--- src/rtl/calc1_req_seq_if.sv ---
// Host/ALU-facing signal bundle for the calc1 request sequencer.
// No logic: the sequencer registers every output it drives.
// Ready only on the ALU side; the host gets no backpressure.
interface calc1_req_seq_if #(
  parameter int DATA_W = 32
);
  logic [3:0]        req_cmd_in;
  logic [DATA_W-1:0] req_data_in;
  logic              alu_valid;
  logic [3:0]        alu_cmd;
  logic [DATA_W-1:0] alu_op1;
  logic [DATA_W-1:0] alu_op2;
  logic              alu_ready;
  logic              alu_done;
  logic [DATA_W-1:0] alu_result;
  logic              alu_ovf;
  logic [1:0]        out_resp;
  logic [DATA_W-1:0] out_data;
  logic              busy;

  // Sequencer's view
  modport slave (
    input  req_cmd_in, req_data_in, alu_ready, alu_done, alu_result, alu_ovf,
    output alu_valid, alu_cmd, alu_op1, alu_op2, out_resp, out_data, busy
  );

  // Host + ALU environment's view
  modport master (
    output req_cmd_in, req_data_in, alu_ready, alu_done, alu_result, alu_ovf,
    input  alu_valid, alu_cmd, alu_op1, alu_op2, out_resp, out_data, busy
  );
endinterface

--- src/rtl/calc1_req_seq.sv ---
// Per-port request sequencer: host cmd/op1 then op2 -> ALU valid/ready -> one-cycle response.
// Latency: cmd at T -> alu_valid T+2, out_resp T+4 best case; invalid cmd (or zero bypass) T+2.
// Backpressure: alu_valid held until alu_ready; host commands while busy are dropped.
// Optional: define CALC1_REQ_SEQ_ZERO_BYPASS_EN to answer valid cmds with op2==0 without the ALU.
module calc1_req_seq #(
  parameter int DATA_W         = 32,
  parameter int TIMEOUT_CYCLES = 64,
  parameter int TMO_W          = 7
) (
  input logic            clk,
  input logic            rst_n,
  calc1_req_seq_if.slave bus
);

  typedef enum logic [2:0] {
    IDLE    = 3'd0,
    GET_OP2 = 3'd1,
    ISSUE   = 3'd2,
    WAIT    = 3'd3,
    RESP    = 3'd4
  } state_t;

  // Counter value seen in the last WAIT cycle before the timeout fires
  localparam logic [TMO_W-1:0] TMO_LAST = TMO_W'(TIMEOUT_CYCLES - 1);

  state_t           state;
  logic [TMO_W-1:0] tmo_cnt;
  logic             cmd_ok;

  // Only add, sub, shl and shr are forwarded to the ALU
  always_comb begin
    cmd_ok = (bus.alu_cmd == 4'd1) || (bus.alu_cmd == 4'd2) ||
             (bus.alu_cmd == 4'd5) || (bus.alu_cmd == 4'd6);
  end

  // Request FSM; all outputs registered, out_resp/out_data default to zero every cycle
  always_ff @(posedge clk or negedge rst_n) begin
    if (!rst_n) begin
      state         <= IDLE;
      tmo_cnt       <= '0;
      bus.alu_valid <= 1'b0;
      bus.alu_cmd   <= 4'd0;
      bus.alu_op1   <= {DATA_W{1'b0}};
      bus.alu_op2   <= {DATA_W{1'b0}};
      bus.out_resp  <= 2'd0;
      bus.out_data  <= {DATA_W{1'b0}};
      bus.busy      <= 1'b0;
    end else begin
      bus.out_resp <= 2'd0;
      bus.out_data <= {DATA_W{1'b0}};
      case (state)
        IDLE: begin
          if (bus.req_cmd_in != 4'd0) begin
            bus.alu_cmd <= bus.req_cmd_in;
            bus.alu_op1 <= bus.req_data_in;
            bus.busy    <= 1'b1;
            state       <= GET_OP2;
          end
        end
        GET_OP2: begin
          // Second operand is taken regardless of what req_cmd_in carries
          bus.alu_op2 <= bus.req_data_in;
          if (!cmd_ok) begin
            bus.out_resp <= 2'd2;
            state        <= RESP;
          end
`ifdef CALC1_REQ_SEQ_ZERO_BYPASS_EN
          else if (bus.req_data_in == {DATA_W{1'b0}}) begin
            // x+0, x-0, x<<0, x>>0 all equal x
            bus.out_resp <= 2'd1;
            bus.out_data <= bus.alu_op1;
            state        <= RESP;
          end
`endif
          else begin
            bus.alu_valid <= 1'b1;
            state         <= ISSUE;
          end
        end
        ISSUE: begin
          if (bus.alu_ready) begin
            bus.alu_valid <= 1'b0;
            tmo_cnt       <= '0;
            state         <= WAIT;
          end
        end
        WAIT: begin
          // A done strobe in the timeout cycle still counts as completion
          if (bus.alu_done) begin
            bus.out_resp <= bus.alu_ovf ? 2'd2 : 2'd1;
            bus.out_data <= bus.alu_result;
            state        <= RESP;
          end else if (tmo_cnt == TMO_LAST) begin
            bus.out_resp <= 2'd2;
            state        <= RESP;
          end else begin
            tmo_cnt <= tmo_cnt + TMO_W'(1);
          end
        end
        RESP: begin
          bus.busy <= 1'b0;
          state    <= IDLE;
        end
        default: begin
          bus.alu_valid <= 1'b0;
          bus.busy      <= 1'b0;
          state         <= IDLE;
        end
      endcase
    end
  end

endmodule

--- src/flat_wrapper.sv ---
// flat-port wrapper written by rule: the top's interface ports become plain ports
module calc1_req_seq_flat 
#(
  parameter int DATA_W         = 32,
  parameter int TIMEOUT_CYCLES = 64,
  parameter int TMO_W          = 7
)
  (clk, rst_n, bus_req_cmd_in, bus_req_data_in, bus_alu_ready, bus_alu_done, bus_alu_result, bus_alu_ovf, bus_alu_valid, bus_alu_cmd, bus_alu_op1, bus_alu_op2, bus_out_resp, bus_out_data, bus_busy);
  calc1_req_seq_if #(.DATA_W(DATA_W)) bus_i ();
  input logic clk;
  input logic rst_n;
  input wire logic [$bits(bus_i.req_cmd_in)-1:0] bus_req_cmd_in;
  input wire logic [$bits(bus_i.req_data_in)-1:0] bus_req_data_in;
  input wire logic [$bits(bus_i.alu_ready)-1:0] bus_alu_ready;
  input wire logic [$bits(bus_i.alu_done)-1:0] bus_alu_done;
  input wire logic [$bits(bus_i.alu_result)-1:0] bus_alu_result;
  input wire logic [$bits(bus_i.alu_ovf)-1:0] bus_alu_ovf;
  output wire logic [$bits(bus_i.alu_valid)-1:0] bus_alu_valid;
  output wire logic [$bits(bus_i.alu_cmd)-1:0] bus_alu_cmd;
  output wire logic [$bits(bus_i.alu_op1)-1:0] bus_alu_op1;
  output wire logic [$bits(bus_i.alu_op2)-1:0] bus_alu_op2;
  output wire logic [$bits(bus_i.out_resp)-1:0] bus_out_resp;
  output wire logic [$bits(bus_i.out_data)-1:0] bus_out_data;
  output wire logic [$bits(bus_i.busy)-1:0] bus_busy;
  assign bus_i.req_cmd_in = bus_req_cmd_in;
  assign bus_i.req_data_in = bus_req_data_in;
  assign bus_i.alu_ready = bus_alu_ready;
  assign bus_i.alu_done = bus_alu_done;
  assign bus_i.alu_result = bus_alu_result;
  assign bus_i.alu_ovf = bus_alu_ovf;
  assign bus_alu_valid = bus_i.alu_valid;
  assign bus_alu_cmd = bus_i.alu_cmd;
  assign bus_alu_op1 = bus_i.alu_op1;
  assign bus_alu_op2 = bus_i.alu_op2;
  assign bus_out_resp = bus_i.out_resp;
  assign bus_out_data = bus_i.out_data;
  assign bus_busy = bus_i.busy;
  calc1_req_seq #(.DATA_W(DATA_W), .TIMEOUT_CYCLES(TIMEOUT_CYCLES), .TMO_W(TMO_W)) u_core (.clk(clk), .rst_n(rst_n), .bus(bus_i));
endmodule
--- config.mk ---
export PLATFORM = sky130hd
export DESIGN_NAME = calc1_req_seq_flat
export DESIGN_NICKNAME = d
export VERILOG_FILES = /design/src/rtl/calc1_req_seq_if.sv /design/src/rtl/calc1_req_seq.sv /design/src/flat_wrapper.sv
export SDC_FILE = /design/constraint.sdc
export NUM_CORES = 1
export LEC_CHECK = 0
export CORE_ASPECT_RATIO = 1.4
export CORE_MARGIN = 1.5
export CORE_UTILIZATION = 46
export CTS_BUF_LIST = sky130_fd_sc_hd__clkbuf_16
export DETAILED_ROUTE_END_ITERATION = 12
export GPL_TIMING_DRIVEN = 0
export PLACE_DENSITY = 0.94
export SYNTH_ARGS = -nofsm -noshare
export SYNTH_HDL_FRONTEND = slang
export SYNTH_SLANG_ARGS = --single-unit
--- constraint.sdc ---
create_clock -name clk -period 3.95 [get_ports clk]
set_input_delay 0.9875 -clock clk [delete_from_list [all_inputs] [get_ports clk]]
set_output_delay 0.9875 -clock clk [all_outputs]
set_load 0.01 [all_outputs]
==> Word-level counts from Yosys, hierarchy flattened <==
Index checks and enable logic that the tools add are counted.
{ "word_totals": {"regBits": 114, "latch_bits": 0, "mem_bits_rw": 0, "rom_bits": 0, "input_bits": 73, "elab_cells": 62, "memories": 0} }
{ "op_classes": {"addsub": 1, "multipliers": 0, "n_div": 0, "n_lt_le_gt_ge": 0, "n_eq_ne": 15, "n_shift": 0, "muxes": 22, "bitwise_logic": 2, "reduce_logical": 13} }
{ "ops": {"columns": ["op", "n"], "rows": [
  ["$mux 32", 2],
  ["$mux 7", 3],
  ["$mux 3", 5],
  ["$pmux 7 s2", 1],
  ["$pmux 3 s4", 1],
  ["$eq 4x3->1 const B", 2],
  ["$mux 2", 4],
  ["$add 7x1->7 const B", 1],
  ["$eq 7x6->1 const B", 1],
  ["$eq 3x2->1 const B", 2],
  ["$ne 2x2->1 const B", 3],
  ["$reduce_and 3->1", 2],
  ["$reduce_or 3->1", 2],
  ["$eq 4x1->1 const B", 1],
  ["$eq 4x2->1 const B", 1],
  ["$ne 2x1->1 const B", 2],
  ["$pmux 2 s2", 1],
  ["$reduce_and 2->1", 2],
  ["$reduce_and 4->1", 1],
  ["$reduce_bool 4->1", 1],
  ["$eq 3x1->1 const B", 1],
  ["$eq 3x3->1 const B", 1],
  ["$logic_not 3->1", 1],
  ["$logic_or 1x1->1", 3],
  ["other kinds (6)", 9]
]} }

==> Logic depth before layout (Yosys ltp) <==
Gate-level depths: netlist of the first run.
{ "depth": {"ltp_word": 6, "mapped_depth": 6} }

==> Worst setup path before layout of the first run <==
No wires, ideal clock.
{ "synth_timing": {"kind": "input -> register", "from": "in bus_req_cmd_in[1]", "to": "reg u_core.bus.busy", "setup_time_ps": 130, "arrival_time_ps": 1898, "t_required_ps": 3820, "setup_slack_ps": 1922, "path_stages": 5, "path_cell_list": "nor4_1 > nand2b_1 > buf_2 > buf_2 > o21ai_0"} }
{ "synth_via": {"elab_chain_len": 3} }
{ "synth_rtl": {"columns": ["element", "line_no", "source"], "rows": [
  ["start, declared", "flat_wrapper.sv:12", "input wire logic [$bits(bus_i.req_cmd_in)-1:0] bus_req_cmd_in;"],
  ["$reduce_bool 4->1", "calc1_req_seq.sv:53", "if (bus.req_cmd_in != 4'd0) begin"],
  ["$ne 2x1->1 (no source line)", null, null],
  ["$reduce_and 2->1 (no source line)", null, null],
  ["end signal, assigned", "calc1_req_seq.sv:47", "bus.busy <= 1'b0;"],
  ["end signal, assigned", "calc1_req_seq.sv:56", "bus.busy <= 1'b1;"],
  ["end signal, assigned", "calc1_req_seq.sv:101", "bus.busy <= 1'b0;"],
  ["end, declared", "calc1_req_seq_if.sv:24", "output alu_valid, alu_cmd, alu_op1, alu_op2, out_resp, out_data, busy"]
]} }
No other way between the ends.
A chain may end at the register's enable or synchronous reset.

==> Final worst setup path of the first run <==
Same ends and word-level chain as after synthesis.

==> results of run 1 <==
placed cells by master, fill, tap and decap left out, types with 5 or more instances in the layout:
| master | n |
|---|---|
| a21oi_1 | 5 |
| clkbuf_16 | 17 |
| buf_2 | 10 |
| clkbuf_1 | 9 |
| mux2_2 | 32 |
| nand2_1 | 104 |
| and3_1 | 33 |
| inv_1 | 7 |
| nand3_1 | 6 |
| dfrtp_1 | 114 |
| clkdlybuf4s50_1 | 175 |
metrics by stage:
step | cell area, um2 | setup TNS, ps | total power, W | utilization
final | 6790 | 0 | 0.00540 | 0.752
after global routing | 6790 | 0 | 0.00571 | 0.752
after CTS | 6790 | 0 | 0.00544 | 0.752
after detailed placement | 6210 | 0 | 0.00396 | 0.688
after global placement | 6190 | -243230 | 0.00386 | 0.685
after floorplan | 4290 | 0 | 0.00282 | -
final cells by class:
type	instances	area, um2
well taps	107	134
fillers	583	2240
clock inverters	14	148
flip-flops and latches	114	2850
inverters	6	22.5
repair buffers	177	1790
multi-input cells	224	1330
plain buffers	20	88.8
clock buffers	17	425
per-layer routing:
layer  global-route usage  share of wire  wire, um
met3               0.0870          0.074       827
met5                    0              0         0
met4               0.0946          0.017       191
met1                0.253           0.37      4110
met2                0.406           0.54      6050
power by group through the flow:
stage               registers (W)  clock network [W]  logic (W)
floorplan                 0.00202                  0   0.000801
global placement          0.00184                  0    0.00202
detailed placement        0.00187                  0    0.00208
CTS                       0.00186            0.00149    0.00210
global route              0.00191            0.00155    0.00224
finish                    0.00186            0.00147    0.00207
worst paths after layout:
check / endpoint / slack, ps
min in group asynchronous: u_core.bus.alu_op2[16] / 610
setup / recovery: u_core.bus.busy / 1530
hold / removal: u_core.bus.alu_op1[22] / 470
max in group asynchronous: u_core.bus.out_data[3] / 2610
setup reg to reg: u_core.tmo_cnt[5] / 2140
hold reg to reg: u_core.bus.alu_op1[22] / 470
synthesized netlist by cell type:
cell type / count / area share
nor3_1: 4 / 0.0047
nand2_1: 104 / 0.091
ha_1: 1 / 0.0029
clkbuf_1: 9 / 0.0079
a21o_1: 1 / 0.0017
clkbuf_2: 1 / 0.0012
o2bb2ai_1: 3 / 0.0061
and2_4: 1 / 0.0020
nor2b_1: 2 / 0.0029
o21ai_0: 3 / 0.0035
nor4_1: 2 / 0.0029
inv_1: 6 / 0.0052
buf_2: 10 / 0.012
a22oi_1: 1 / 0.0017
nor3_2: 1 / 0.0023
a22o_1: 4 / 0.0082
a211oi_1: 1 / 0.0017
o311ai_0: 1 / 0.0020
and3b_1: 2 / 0.0041
dfrtp_1: 114 / 0.66
mux2_2: 32 / 0.084
xor2_1: 1 / 0.0020
nor2_2: 1 / 0.0015
nand3b_1: 1 / 0.0017
nand3_1: 6 / 0.0070
a21oi_1: 5 / 0.0058
or3_1: 1 / 0.0015
o31ai_1: 1 / 0.0017
a311oi_1: 1 / 0.0020
o211ai_1: 1 / 0.0017
and3_1: 33 / 0.048
a211o_1: 2 / 0.0041
o211a_1: 1 / 0.0023
nor2_1: 4 / 0.0035
nand2b_1: 3 / 0.0044
cell families after synthesis:
kind of cell             count (synthesis)  share of synthesized area
adder cells (fa/ha/maj)                  1                    0.00291
AO/OA/AOI/OAI                           25                     0.0429
AND/OR/NAND/NOR                        165                      0.178
multiplexers                            32                     0.0840
XOR/XNOR                                 1                    0.00204
flip-flops                             114                      0.665
buffers and inverters                   26                     0.0259
worst reg2reg max path: stages (launching register included):
cell and delay [ps]:
dfrtp_1 410, ha_1 270, and3b_1 190, a211o_1 350
and2_4 180, a211o_1 300
sequential cells by signal (all words and copies together) (netlist names):
name	flops
u_core.state	3
u_core.bus.busy	1
u_core.tmo_cnt	7
u_core.bus.alu_op2	32
u_core.bus.alu_op1	32
u_core.bus.out_data	32
u_core.bus.out_resp	2
u_core.bus.alu_cmd	4
u_core.bus.alu_valid	1
==> results.toml, run 1 <==
[run_status]
outcome = "complete, no violations"

[sta]
setup_viol = 0
hold_viol = 0
fin_hold_ws_ps = 474
fmax_mhz = 413
unrepaired_setup_endpoints_after_global_routing = "false"
finClkSkew_ps = 9.31
layout_min_cycle_time_ps = 2420
timing.max_slew.rel_slack = 0.557
worst_slew_pin_slew_ps = 665
period_share = 0.613
worst_slack_ps = 1530
report.final.slew_viol_count = 0

[synth]
syn-instance-count = 364
postSynthAreaPerCell_um2 = 11.8
syn-num-nets = 438
ys_ff_latch = 114
syn_area_mm2 = 0.00429
ys_seq_area_frac = 0.665
netlist-cell-type-count = 35
synth-warning-count = 0

[clock_tree]
clock_tree.root_cell = "clkbuf_16"
cts.repair.resized = 0
clk_pin_slew_ps = 50
cts_inserted_buffers = 17
cts_hold_buffers = 0
tritoncts = "built"
ctsHtreeMaxLevel = 4
number_of_buffers_on_the_longest_clock_path = 2
sink_count = 114
insertion_delay_ps = 400
cts_setup_buffers = 0

[run]
maxCapViolations = 0

[power_and_ir_drop]
internal_power_summed_over_all_cells_w = 0.00371
leakagePower_nw = 3.24
switchingPower_w = 0.00169
power.switching_fraction = 0.313
power.share.sequential = 0.344
power-per-cell-area_mw_per_mm2 = 795
comb_power_share = 0.384
vdd_ir_drop_max_mv = 0.459
pwr-share-clk = 0.272

[grt]
maximum_number_of_pins_on_one_net_before_global_route_repair = 64
grt_antenna_before_repair = 0
gr-total-overflow = 0
first_global_vias = 3643
first_pass_grt_wire_length_um = 17600
groute.usage.overall = 0.231

[route]
drt_drc_violations_left = 0
detailroute.via_count = 3468
ant_nets = 0
wl_per_cell_um = 16.5
detail_route.iter0.violations = 197
routed_wirelength_um = 11200
via_per_inst = 5.11
drt_first_pass_iters = 4

[floorplan]
initial_utilization = 0.475
design.die.area_mm2 = 0.00993
die-height_um = 117
pin_count = 177
core_area_mm2 = 0.00903
placement_rows = 41
die_width_um = 84.6

[placement]
numPortBuffers = 176
dp_cells = 648
pre_cts_ws_ps = 1130
finalWeightedCongestion = 0.813
hpwl_reported_at_the_end_of_detailed_placement_um = 8210

[critical_path]
cell_mode_on_critical_path = "buf_2"
worst_setup_path_end_kind = "flip-flop"
critical_path_peak_fanout = 10
worstPathCellList = "clkdlybuf4s50_1 > nor4_1 > nand2b_1 > buf_2 > buf_2 > o21ai_0"
critical_path.startpoint = "bus_req_cmd_in[1]"
critical_path.n_buffers_inverters = 3
crit_family = "buffers and inverters"
crit_cells = 6
critical_path.reg2reg.startpoint = "u_core.tmo_cnt[0]"
criticalPathCategory = "in2reg"
crit_path_slowest_cell = "nor4_1"
critPathRequiredTime_ps = 4220
reg2reg_depth = 5
cpPeakStageDelay_ps = 510
worstSetupStartpointType = "input port"
timing.critical_path.arrival_ps = 2690

[worst_hold_path]
hold_path.class = "reg2reg"
worstHoldStart = "u_core.bus.alu_op1[22]"
hold-path-cell-count = 2

[final_layout]
final_antenna_diode_count = 0
drive_above_1_share = 0.131
design.final.nets = 634
relative_area_change_from_synthesis_to_final_layout_pct = 58.1
instances_no_fill = 679
No activity file was read; power rests on OpenSTA's default activity.
==> inputs of run 2 (changes only) <==
- CORE_UTILIZATION: 46 -> 43
- PLACE_DENSITY: 0.94 -> 0.89
- clock period: 3.95 -> 2.5 ns (I/O delays scaled with it)
==> results.toml, run 2 (synthesis results as in run 1) <==
[clock_tree]
insertion_delay_ps = 410
cts_hold_buffers = 0
clock_tree.root_cell = "clkbuf_16"
clk_pin_slew_ps = 50
ctsHtreeMaxLevel = 4
number_of_buffers_on_the_longest_clock_path = 2
sink_count = 114
cts.repair.resized = 0
cts_setup_buffers = 0
cts_inserted_buffers = 17
tritoncts = "built"

[critical_path]
critical_path_peak_fanout = 10
worstReg2RegEnd = "u_core.bus.alu_op2[30]"
reg2reg_depth = 4
critPathRequiredTime_ps = 2780
cell_mode_on_critical_path = "buf_2"
timing.critical_path.arrival_ps = 2320
reg2reg_setup_slack_ps = 710
crit_path_slowest_cell = "nor4_1"
criticalPathCategory = "in2reg"
cpPeakStageDelay_ps = 500
worstSetupStartpointType = "input port"
worstPathCellList = "clkdlybuf4s50_1 > nor4_1 > nand2b_1 > buf_2 > buf_2 > o21ai_0"
worst_setup_path_end_kind = "flip-flop"
critical_path.reg2reg.startpoint = "u_core.state[1]"

[placement]
dp_cells = 676
numPortBuffers = 176
pre_cts_ws_ps = 43.9
hpwl_reported_at_the_end_of_detailed_placement_um = 8380
post_dp_cell_area_mm2 = 0.00625
finalWeightedCongestion = 0.806

[worst_hold_path]
hold_path.class = "in2async"

[final_layout]
top_regs = "u_core.bus.alu_op1: 32 flops, u_core.bus.alu_op2: 32 flops, u_core.bus.out_data: 32 flops"
relative_area_change_from_synthesis_to_final_layout_pct = 59.0
final_antenna_diode_count = 0
drive_above_1_share = 0.129
instances_no_fill = 707
design.final.nets = 634
final_core_util = 0.697
final_cell_mix = "175 x clkdlybuf4s50_1, 114 x dfrtp_1, 104 x nand2_1"
layout_commonest_cell = "clkdlybuf4s50_1"
final_design_area_no_fill_mm2 = 0.00682

[grt]
global_route.usage.met3 = 0.0776
gr-usage-met2 = 0.412
maximum_number_of_pins_on_one_net_before_global_route_repair = 65
first_global_vias = 3741
global_route.usage.met1 = 0.227
grt_antenna_before_repair = 0
grt_busiest_layer = "met2"
groute.usage.overall = 0.228
gr-total-overflow = 0
first_pass_grt_wire_length_um = 18000

[power_and_ir_drop]
internal_power_summed_over_all_cells_w = 0.00586
comb_power_share = 0.385
leakagePower_nw = 3.23
power.share.sequential = 0.342
power-per-cell-area_mw_per_mm2 = 1260
vdd_ir_drop_max_mv = 0.545
switchingPower_w = 0.00271
pwr-share-clk = 0.273
power.switching_fraction = 0.316

[route]
wl_per_cell_um = 16.2
routed_wirelength_um = 11400
ant_nets = 0
drt_drc_violations_left = 0
drt_first_pass_iters = 4
detail_route.iter0.violations = 179
via_per_inst = 4.94
detailroute.via_count = 3495

[sta]
finClkSkew_ps = 8.22
unrepaired_setup_endpoints_after_global_routing = "false"
layout_min_cycle_time_ps = 2040
period_share = 0.815
timing.max_slew.rel_slack = 0.561
fmax_mhz = 490
fin_hold_ws_ps = 246
worst_slack_ps = 461
setup_viol = 0
worst_slew_pin_slew_ps = 658
report.final.slew_viol_count = 0
hold_viol = 0

[floorplan]
die_width_um = 87.4
core_area_mm2 = 0.00979
die-height_um = 121
pin_count = 177
placement_rows = 43
design.die.area_mm2 = 0.0106
initial_utilization = 0.438

[run]
maxCapViolations = 0

[run_status]
outcome = "complete, no violations"
[run 2: changes by cell type in the layout (fill, tap and decap cells not counted)]
cell / delta
clkinvlp_4: +1
inv_1: +1
clkinv_2: -2
[run 2: power groups by stage]
stage,Clock [W],Sequential [W],Combinational [W]
6_report,0.00234,0.00293,0.00330
2_1_floorplan,0,0.00319,0.00127
5_1_grt,0.00247,0.00301,0.00358
3_5_place_dp,0,0.00296,0.00330
3_3_place_gp,0,0.00291,0.00320
4_1_cts,0.00238,0.00293,0.00334
[run 2: worst max-delay path by stage]
stage	from	depth (start not counted)	to	slack, ps
6_report	bus_req_cmd_in[1]	6	u_core.bus.busy	460
5_1_grt	bus_req_cmd_in[1]	6	u_core.bus.busy	270
4_1_cts	bus_req_cmd_in[1]	6	u_core.bus.busy	480
3_5_place_dp	bus_req_cmd_in[1]	6	u_core.bus.busy	40
3_3_place_gp	rst_n	1	u_core.bus.alu_op2[25]	-3350
2_1_floorplan	u_core.tmo_cnt[0]	5	u_core.tmo_cnt[5]	830
[run 2: cell type report]
| cell class | instances | area [um2] |
|---|---|---|
| Clock buffer | 17 | 425 |
| Sequential cell | 114 | 2850 |
| Clock inverter | 14 | 149 |
| Fill cell | 707 | 2970 |
| Tap cell | 135 | 169 |
| Multi-Input combinational cell | 224 | 1330 |
| Buffer | 20 | 88.8 |
| Inverter | 6 | 22.5 |
| Timing Repair Buffer | 177 | 1790 |
[run 2: worst max-delay path, delay by kind of cell]
| kind | cells | cell delay, ps |
|---|---|---|
| AOI/OAI and AO/OA | 1 | 110 |
| buffers and inverters | 3 | 930 |
| and+or+nand+nor | 2 | 660 |
[run 2: metal layers]
metal	share of wire	routed length (um)	vias to the layer above
li1	-	-	1614
met1	0.35	4000	1727
met2	0.56	6420	131
met3	0.063	720	23
met4	0.027	309	0
met5	0	0	-
[run 2: stage by stage]
| stage | power [W] | TNS [ps] |
|---|---|---|
| global placement | 0.00611 | -381070 |
| finish | 0.00857 | 0 |
| detailed placement | 0.00626 | 0 |
| global route | 0.00905 | 0 |
| floorplan | 0.00446 | 0 |
| CTS | 0.00865 | 0 |
==> inputs of run 3 (changes only) <==
- clock period: 2.5 -> 2.1 ns (I/O delays scaled with it)
==> results.toml, run 3 (synthesis results as in run 1) <==
[route]
drt_first_pass_iters = 4
ant_nets = 0
detail_route.iter0.violations = 174
routed_wirelength_um = 11400
via_per_inst = 4.93
detailroute.via_count = 3487
wl_per_cell_um = 16.2
drt_drc_violations_left = 0

[critical_path]
reg2reg_depth = 4
worstSetupStartpointType = "flip-flop"
critical_path.reg2reg.startpoint = "u_core.state[1]"
crit_family = "buffers and inverters"
cpPeakStageDelay_ps = 570
critical_path.startpoint = "u_core.bus.alu_cmd[1]"
critical_path_peak_fanout = 3
timing.critical_path.arrival_ps = 1350
worst_setup_path_end_kind = "primary output"
reg2reg_setup_slack_ps = 310
worstReg2RegEnd = "u_core.bus.alu_op2[30]"
criticalPathCategory = "reg2out"
critPathRequiredTime_ps = 1570
crit_path_slowest_cell = "clkdlybuf4s50_1"
critical_path.n_buffers_inverters = 1
worstPathCellList = "clkdlybuf4s50_1"

[clock_tree]
cts_inserted_buffers = 17
ctsHtreeMaxLevel = 4
number_of_buffers_on_the_longest_clock_path = 2
insertion_delay_ps = 410
tritoncts = "built"
sink_count = 114
cts_setup_buffers = 0
clock_tree.root_cell = "clkbuf_16"
clk_pin_slew_ps = 50

[final_layout]
relative_area_change_from_synthesis_to_final_layout_pct = 59.1
final_antenna_diode_count = 0
top_regs = "u_core.bus.alu_op1: 32 flops, u_core.bus.alu_op2: 32 flops, u_core.bus.out_data: 32 flops"
drive_above_1_share = 0.131
layout_commonest_cell = "clkdlybuf4s50_1"
final_cell_mix = "175 x clkdlybuf4s50_1, 114 x dfrtp_1, 104 x nand2_1"
final_core_util = 0.697
regArea_mm2 = 0.00285
multi_input_area_mm2 = 0.00133
fillerInstances = 708
design.final.nets = 634

[sta]
fmax_mhz = 532
report.final.slew_viol_count = 0
setup-tns-final_ps = 0
period_share = 0.894
hold_viol = 0
unrepaired_setup_endpoints_after_global_routing = "false"
finClkSkew_ps = 5.73
timing.max_slew.rel_slack = 0.561
layout_min_cycle_time_ps = 1880
setup_viol = 0
worst_slew_pin_slew_ps = 658

[run]
maxCapViolations = 0

[power_and_ir_drop]
vdd_ir_drop_max_mv = 0.643
power.share.sequential = 0.342
power-per-cell-area_mw_per_mm2 = 1490
pwr-share-clk = 0.273
comb_power_share = 0.385
switchingPower_w = 0.00323
internal_power_summed_over_all_cells_w = 0.00698
power.switching_fraction = 0.316
leakagePower_nw = 3.24

[floorplan]
design.die.area_mm2 = 0.0106
pin_count = 177
initial_utilization = 0.438
die-height_um = 121
placement_rows = 43
core_area_mm2 = 0.00979
die_width_um = 87.4

[grt]
first_pass_grt_wire_length_um = 18000
first_global_vias = 3741
grt_antenna_before_repair = 0
gr-total-overflow = 0
groute.usage.overall = 0.228
maximum_number_of_pins_on_one_net_before_global_route_repair = 65

[worst_hold_path]
hold_path.class = "in2async"

[placement]
finalWeightedCongestion = 0.806
numPortBuffers = 176
hpwl_reported_at_the_end_of_detailed_placement_um = 8380

[run_status]
outcome = "complete, no violations"
## run 3: cell types whose count changed in the layout (fill, tap and decap cells not counted)
cell / before / now
nor4_1: 2 / 1
nor4_2: 0 / 1
## run 3: worst register-to-register path: stages (launching register included)
cell and delay (ps):
dfrtp_1 420, clkbuf_1 220, nor2_2 310, buf_2 330, mux2_2 390
## run 3: how the worst max path moves through the flow
stage | end | slack [ps] | cells past startpoint
after floorplan | u_core.tmo_cnt[5] | 430 | 5
after global placement | u_core.bus.alu_op2[25] | -3650 | 1
after detailed placement | u_core.bus.busy | -260 | 6
after CTS | u_core.bus.busy | 180 | 6
after global routing | u_core.bus.busy | 160 | 6
final | bus_alu_cmd[1] | 220 | 1
## run 3: power by group through the flow
| stage | Combinational [W] | Clock (W) | Sequential (W) |
|---|---|---|---|
| 3_5_place_dp | 0.00393 | 0 | 0.00352 |
| 3_3_place_gp | 0.00381 | 0 | 0.00346 |
| 5_1_grt | 0.00426 | 0.00294 | 0.00358 |
| 6_report | 0.00393 | 0.00279 | 0.00349 |
| 4_1_cts | 0.00397 | 0.00283 | 0.00349 |
| 2_1_floorplan | 0.00151 | 0 | 0.00380 |
## run 3: area by class of cell
| type | count | share of cell area |
|---|---|---|
| sequential | 114 | 0.418 |
| clock inverter | 14 | 0.0218 |
| multi-input combinational | 224 | 0.195 |
| clock buffer | 17 | 0.0623 |
| timing repair buffer | 177 | 0.262 |
| inverter | 6 | 0.00330 |
| buffer | 20 | 0.0130 |
| tap | 135 | 0.0247 |
## run 3: stage by stage
stage               hold WS [ps]  instance area, um2  worst slack [ps]  total power [W]  std cells
floorplan                    229                4290               426          0.00531        364
global placement             456                6220             -3650          0.00727        675
detailed placement           462                6250              -256          0.00745        676
CTS                          168                6820               180           0.0103        707
global route                 191                6830               157           0.0108        707
finish                       149                6830               222           0.0102        707
## run 3: repair_timing
| item | 4_1_cts | 5_1_grt |
|---|---|---|
| endpoints found under the setup margin | 0 | 5 |
| hold endpoints to repair | 0 | 0 |
| resized for setup | 0 | 1 |
| hold buffers | 0 | 0 |
## run 3: layer usage
layer  share of wire  GRT usage  wire, um
met3           0.057     0.0776       652
met2            0.56      0.412      6460
met5               0          0         0
met4           0.023      0.111       261
met1            0.36      0.227      4070
